===== src/rtl/valid_ready_pipe.sv =====
// valid_ready_pipe: DEPTH-stage valid/ready register pipeline with bubble collapse,
// combinational backpressure and synchronous flush.
module valid_ready_pipe #(
   parameter int WIDTH = 16,
   parameter int DEPTH = 3,
   parameter int CW    = $clog2(DEPTH+1)
) (
   input  logic             clk,
   input  logic             rst,
   input  logic             flush,
   input  logic             in_valid,
   output logic             in_ready,
   input  logic [WIDTH-1:0] in_data,
   output logic             out_valid,
   input  logic             out_ready,
   output logic [WIDTH-1:0] out_data,
   output logic [CW-1:0]    occupancy
);
   logic [DEPTH-1:0] v, adv, vs;
   logic [WIDTH-1:0] d  [DEPTH];
   logic [WIDTH-1:0] ds [DEPTH];
   logic             in_xfer, out_xfer;
   // a stage may advance when any stage from it to the output is empty, or the head drains
   for (genvar i = 0; i < DEPTH; i++) begin : g_adv
      assign adv[i] = out_ready || !(&v[DEPTH-1:i]);
   end
   always_comb begin
      vs[0] = in_valid && !flush;
      ds[0] = in_data;
      for (int i = 1; i < DEPTH; i++) begin
         vs[i] = v[i-1];
         ds[i] = d[i-1];
      end
   end
   assign in_ready  = adv[0] && !flush;
   assign out_valid = v[DEPTH-1];
   assign out_data  = d[DEPTH-1];
   assign in_xfer   = in_valid && in_ready;
   assign out_xfer  = out_valid && out_ready;
   // data registers only capture real beats so bubbles leave held payloads intact
   always_ff @(posedge clk or posedge rst) begin
      if (rst) begin
         v         <= '0;
         occupancy <= '0;
         for (int i = 0; i < DEPTH; i++) d[i] <= '0;
      end else begin
         for (int i = 0; i < DEPTH; i++) begin
            v[i] <= flush ? 1'b0 : adv[i] ? vs[i] : v[i];
            if (adv[i] && vs[i] && !flush) d[i] <= ds[i];
         end
         occupancy <= flush ? '0 : occupancy + CW'(in_xfer) - CW'(out_xfer);
      end
   end
endmodule


===== config.mk =====
export PLATFORM = sky130hd
export DESIGN_NAME = valid_ready_pipe
export DESIGN_NICKNAME = d
export VERILOG_FILES = /design/src/rtl/valid_ready_pipe.sv
export SDC_FILE = /design/constraint.sdc
export NUM_CORES = 1
export LEC_CHECK = 0
export ABC_AREA = 1
export CORE_ASPECT_RATIO = 1.5
export CORE_UTILIZATION = 59
export CTS_BUF_LIST = sky130_fd_sc_hd__clkbuf_2 sky130_fd_sc_hd__clkbuf_4 sky130_fd_sc_hd__clkbuf_8
export CTS_CLUSTER_DIAMETER = 50
export DETAILED_ROUTE_END_ITERATION = 8
export DONT_BUFFER_PORTS = 1
export GPL_TIMING_DRIVEN = 0
export PLACE_DENSITY = 0.86
export SLEW_MARGIN = 20
export SYNTH_ARGS = -nofsm -noshare
export SYNTH_HDL_FRONTEND = slang
export SYNTH_SLANG_ARGS = --single-unit

===== constraint.sdc =====
create_clock -name clk -period 1.6 [get_ports clk]
set_input_delay 0.32 -clock clk [delete_from_list [all_inputs] [get_ports clk]]
set_output_delay 0.32 -clock clk [all_outputs]
set_load 0.005 [all_outputs]

== After elaboration in Yosys (flattened, before gate mapping) ==
Index checks and enable logic that the tools add are counted.
Operators by class
  multiplexer cells: 7
  add/sub/neg operators: 2
  reductions and logical operators: 22
Operators with widths (count)
  $logic_and 1x1->1: 10
  $mux 1: 6
  $reduce_bool 2->1: 3
  $logic_not 1->1: 4
  $logic_or 1x1->1: 3
  $reduce_and 3->1: 1
  $add 2x1->2: 1
  $mux 2: 1
  $reduce_and 2->1: 1
  $sub 2x1->2: 1
Storage, ports and cells
  logic and storage cells: 38
  output and inout bits: 20
  bits of input ports: 21
  register bits: 53

== Longest topological paths before layout ==
  word-level depth: 8
  depth in mapped cells: 11
  gate-level depth less buffers: 10

== Worst setup path before layout ==
OpenSTA, ideal clock, no wires.
  path kind: input port to flip-flop
  start point: input port flush
  end point: register occupancy[0]
  path slack: -50 ps
  library setup time: 119 ps
  required time: 1481 ps
  arrival time: 1531 ps
  cell stages on the path: 9
  path through: buf_4 > nor2_4 > nand2_2 > buf_6 > ha_1 > inv_1 > ha_1 > inv_1 > nor2_1
Between the ends
  longest elaborated chain between the ends: 6
Ends and longest elaborated chain
  from (decl): line 10  | input logic flush,
  $logic_not 1->1: line 35  | assign in_ready = adv[0] && !flush;
  $logic_and 1x1->1: line 35
  $logic_and 1x1->1: line 38  | assign in_xfer = in_valid && in_ready;
  $add 2x1->2: line 51  | occupancy <= flush ? '0 : occupancy + CW'(in_xfer) - CW'(out_xfer);
  $sub 2x1->2: line 51
  $mux 2 (*): line 51
  to (signal assigned): line 51
  to (decl): line 17  | output logic [CW-1:0] occupancy
Mark *: on every way between the ends. The rest lies on a longest branch, timed or not.
A chain may end at the register's enable or synchronous reset.

== Final worst setup path ==
  start point: register v[2]
  end point: output port in_ready
Between the ends
  longest elaborated chain between the ends: 4
Ends and longest elaborated chain
  from (decl): line 19  | logic [DEPTH-1:0] v, adv, vs;
  from (signal, indexed assignment): line 48  | v[i] <= flush ? 1'b0 : adv[i] ? vs[i] : v[i];
  $reduce_and 3->1: line 25  | assign adv[i] = out_ready || !(&v[DEPTH-1:i]);
  $logic_not 1->1: line 25
  $logic_or 1x1->1: line 25
  $logic_and 1x1->1: line 35
  to (decl): line 12  | output logic in_ready,
Every way passes these cells.

==> impl_metrics.yaml <==
power:
  power_density_nw_per_um2: 1160
  power.total_w: 0.00299
  p_sw_w: 0.000781
  peakVddDrop_mv: 0.974
  power.share.switching_pct: 26.1
  sequentialPowerShare_pct: 56.9
  pwr-share-clk_pct: 26.7
  p_comb_share_pct: 16.4
  p_leak_nw: 1.39
  intPower_w: 0.00221
flow_run:
  max-cap-violations: 0
die:
  design.core.area_um2: 3720
  start_util_pct: 62.1
  dieHeight_um: 78.6
  die_area_um2: 4170
  pin_count: 41
  rows: 27
  fp.dieW_um: 53.0
timing:
  setup_viol: 0
  maxSlewHeadroom_pct: 69.6
  fin_worst_skew_ns: 0.00554
  final.min_clock_period_ns: 1.51
  max_slew.worst_pin.slew_ns: 0.455
  finalMaxSlewViolations: 0
  rsz0062_at_grt: "no"
  hold_ws_ns: 0.141
  setup_ws_ns: 0.0900
  finalHoldViolations: 0
  min_period_over_period_pct: 94.4
  fmax_mhz: 662
global_route:
  gr-total-overflow: 0
  top_usage_layer: "met2"
  grt_use_total_pct: 22.7
  grt_pass1_wl_mm: 6.76
  grt_max_degree: 54
  met1_usage_pct: 26.2
  met2_usage_pct: 36.7
  grt_pass1_vias: 1559
  grt_util_met3_pct: 5.81
  antenna_found_initial: 0
layout:
  drive_gt1_share_pct: 19.2
  n_fill_cell: 298
  regArea_um2: 1330
  final_area_um2: 2580
  multi_input_area_um2: 712
  syn_to_final_growth_pct: 11.9
  nets: 298
  postLayoutCoreUtil_pct: 69.5
  n_antenna_cell: 0
critical_path:
  cp.arrival_ns: 1.19
  cp-end-kind: "output port"
  worstPathRequired_ns: 1.28
  path_class: "flop to output port"
  cp-start-kind: "flop"
  cp_max_fo: 5
synthesis:
  synth-seq-cells: 53
  synth_edf_count: 0
  ys_async_sr_fraction_pct: 100
  synth-seq-area-share_pct: 57.5
  yosys-top-cells-count: "87 x nand2_1, 53 x dfrtp_1, 32 x nand3_1"
  synth_area_per_cell_um2: 8.97
  synth_area_leaders: "dfrtp_1 58%, nand2_1 14%, nand3_1 6.9%"
  synth_top_area_share_pct: 57.5
  ys.flop_type: "dfrtp_1"
  synthDistinctLibCells: 16
  synthCells: 257
  syn_nets: 280
  yosysWarningCount: 0
  synth_area_um2: 2310
  yosysMostFrequentCell: "nand2_1"
  yosys.area.top_type: "dfrtp_1"
clock_network:
  cts_root_buf: "clkbuf_8"
  cts_buffers: 5
  clock_latency_ns: 0.31
  clk_path_buf_depth: 2
  htreeDepth: 2
  cts_tree: "built"
  path_clk_slew_ns: 0.09
  clock-sinks: 53
routing:
  first_iter_violations: 20
  detail-route-antenna-nets: 0
  num_vias: 1616
  drt_first_pass_iters: 4
  wl_per_cell_um: 12.0
  wirelength_mm: 3.83
  drc: 0
  viasPerCell: 5.07
placement:
  placed_cell_area_um2: 2370
  routabilityCongestion: 0.781
  port_buffers: 0
  pre_cts_ws_ns: -0.130
  hpwlAfterDp_mm: 2.70
outcome:
  status: "finished, final reports clean"
min_path:
  hold_class: "primary input to flop"
## routing by layer
metal,wire length [um],part of all wire (%)
met5,0,0
met4,125,3.3
met3,168,4.4
met2,2030,53
met1,1500,39
## final cells by class
class	instances	share of cell area, %
Multi-Input combinational cell	151	27.6
Sequential cell	53	51.5
Inverter	27	4.07
Clock inverter	1	0.194
Clock buffer	7	3.73
Tap cell	43	2.08
Timing Repair Buffer	12	4.07
Buffer	25	6.79
## what timing repair did
| item | 4_1_cts | 5_1_grt |
|---|---|---|
| gates resized for setup | 2 | 3 |
| hold buffers | 0 | 1 |
| cloned | 0 | 0 |
| setup buffers | 2 | 8 |
| endpoints found under the hold margin | 0 | 20 |
| pin swaps | 1 | 1 |
| setup endpoints to repair | 3 | 3 |
## flip-flops by register name (all words and copies together), names as in the netlist
signal / flops
d: 32
v: 3
out_data: 16
occupancy: 2
## layout by cell type (no fill, tap or decap)
master         instances
buf_2                  5
clkbuf_1               1
nor2_1                 4
buf_12                 1
dfrtp_2                2
ha_1                   2
clkbuf_8               7
nand4_4                1
nor2_4                 2
nand3_2                2
buf_6                  1
a21oi_1                2
nand2_2                1
nand3_1               32
dfrtp_1               51
nand2_8                1
clkinv_2               1
nand2_1               87
inv_1                 26
o21ai_0               17
dlygate4sd3_1          1
clkinvlp_4             1
buf_4                 28
## power groups by stage
stage | clock network [W] | registers (W) | logic (W)
after floorplan | 0 | 0.00169 | 0.000419
after global placement | 0 | 0.00172 | 0.000462
after detailed placement | 0 | 0.00173 | 0.000484
after CTS | 0.000813 | 0.00170 | 0.000486
after global routing | 0.000877 | 0.00173 | 0.000582
final | 0.000799 | 0.00170 | 0.000490
## final timing paths
check	start	slack (ns)	endpoint	depth (start not counted)
worst min register to register	d[18]	0.48	d[18]	2
min in group asynchronous	rst	0.50	out_data[13]	2
worst max register to register	v[2]	0.11	occupancy[0]	7
worst max-delay path	v[2]	0.09	in_ready	4
max in group asynchronous	rst	0.60	v[1]	3
worst min-delay path	in_data[15]	0.14	d[47]	2
## worst max-delay path, cell delays in order, from the launching register on
cell,delay (ns)
dfrtp_2,0.45
nand4_4,0.18
buf_6,0.18
inv_1,0.04
nor2_1,0.04
## cells by family (layout without fill, tap and decap cells)
| family | after synthesis | after routing | synth area share [%] |
|---|---|---|---|
| and+or+nand+nor | 130 | 130 | 25.1 |
| AOI/OAI and AO/OA | 19 | 19 | 4.12 |
| DFF | 53 | 53 | 57.5 |
| adders and majority gates | 2 | 2 | 1.09 |
| buffers and inverters | 53 | 72 | 12.2 |
## through the flow
stage          setup TNS [ns]  instances
6_report                    0        319
2_1_floorplan        -0.00622        257
3_5_place_dp           -0.257        300
4_1_cts                     0        310
3_3_place_gp           -0.196        300
5_1_grt                     0        319
(Power assumes the default switching activity.)
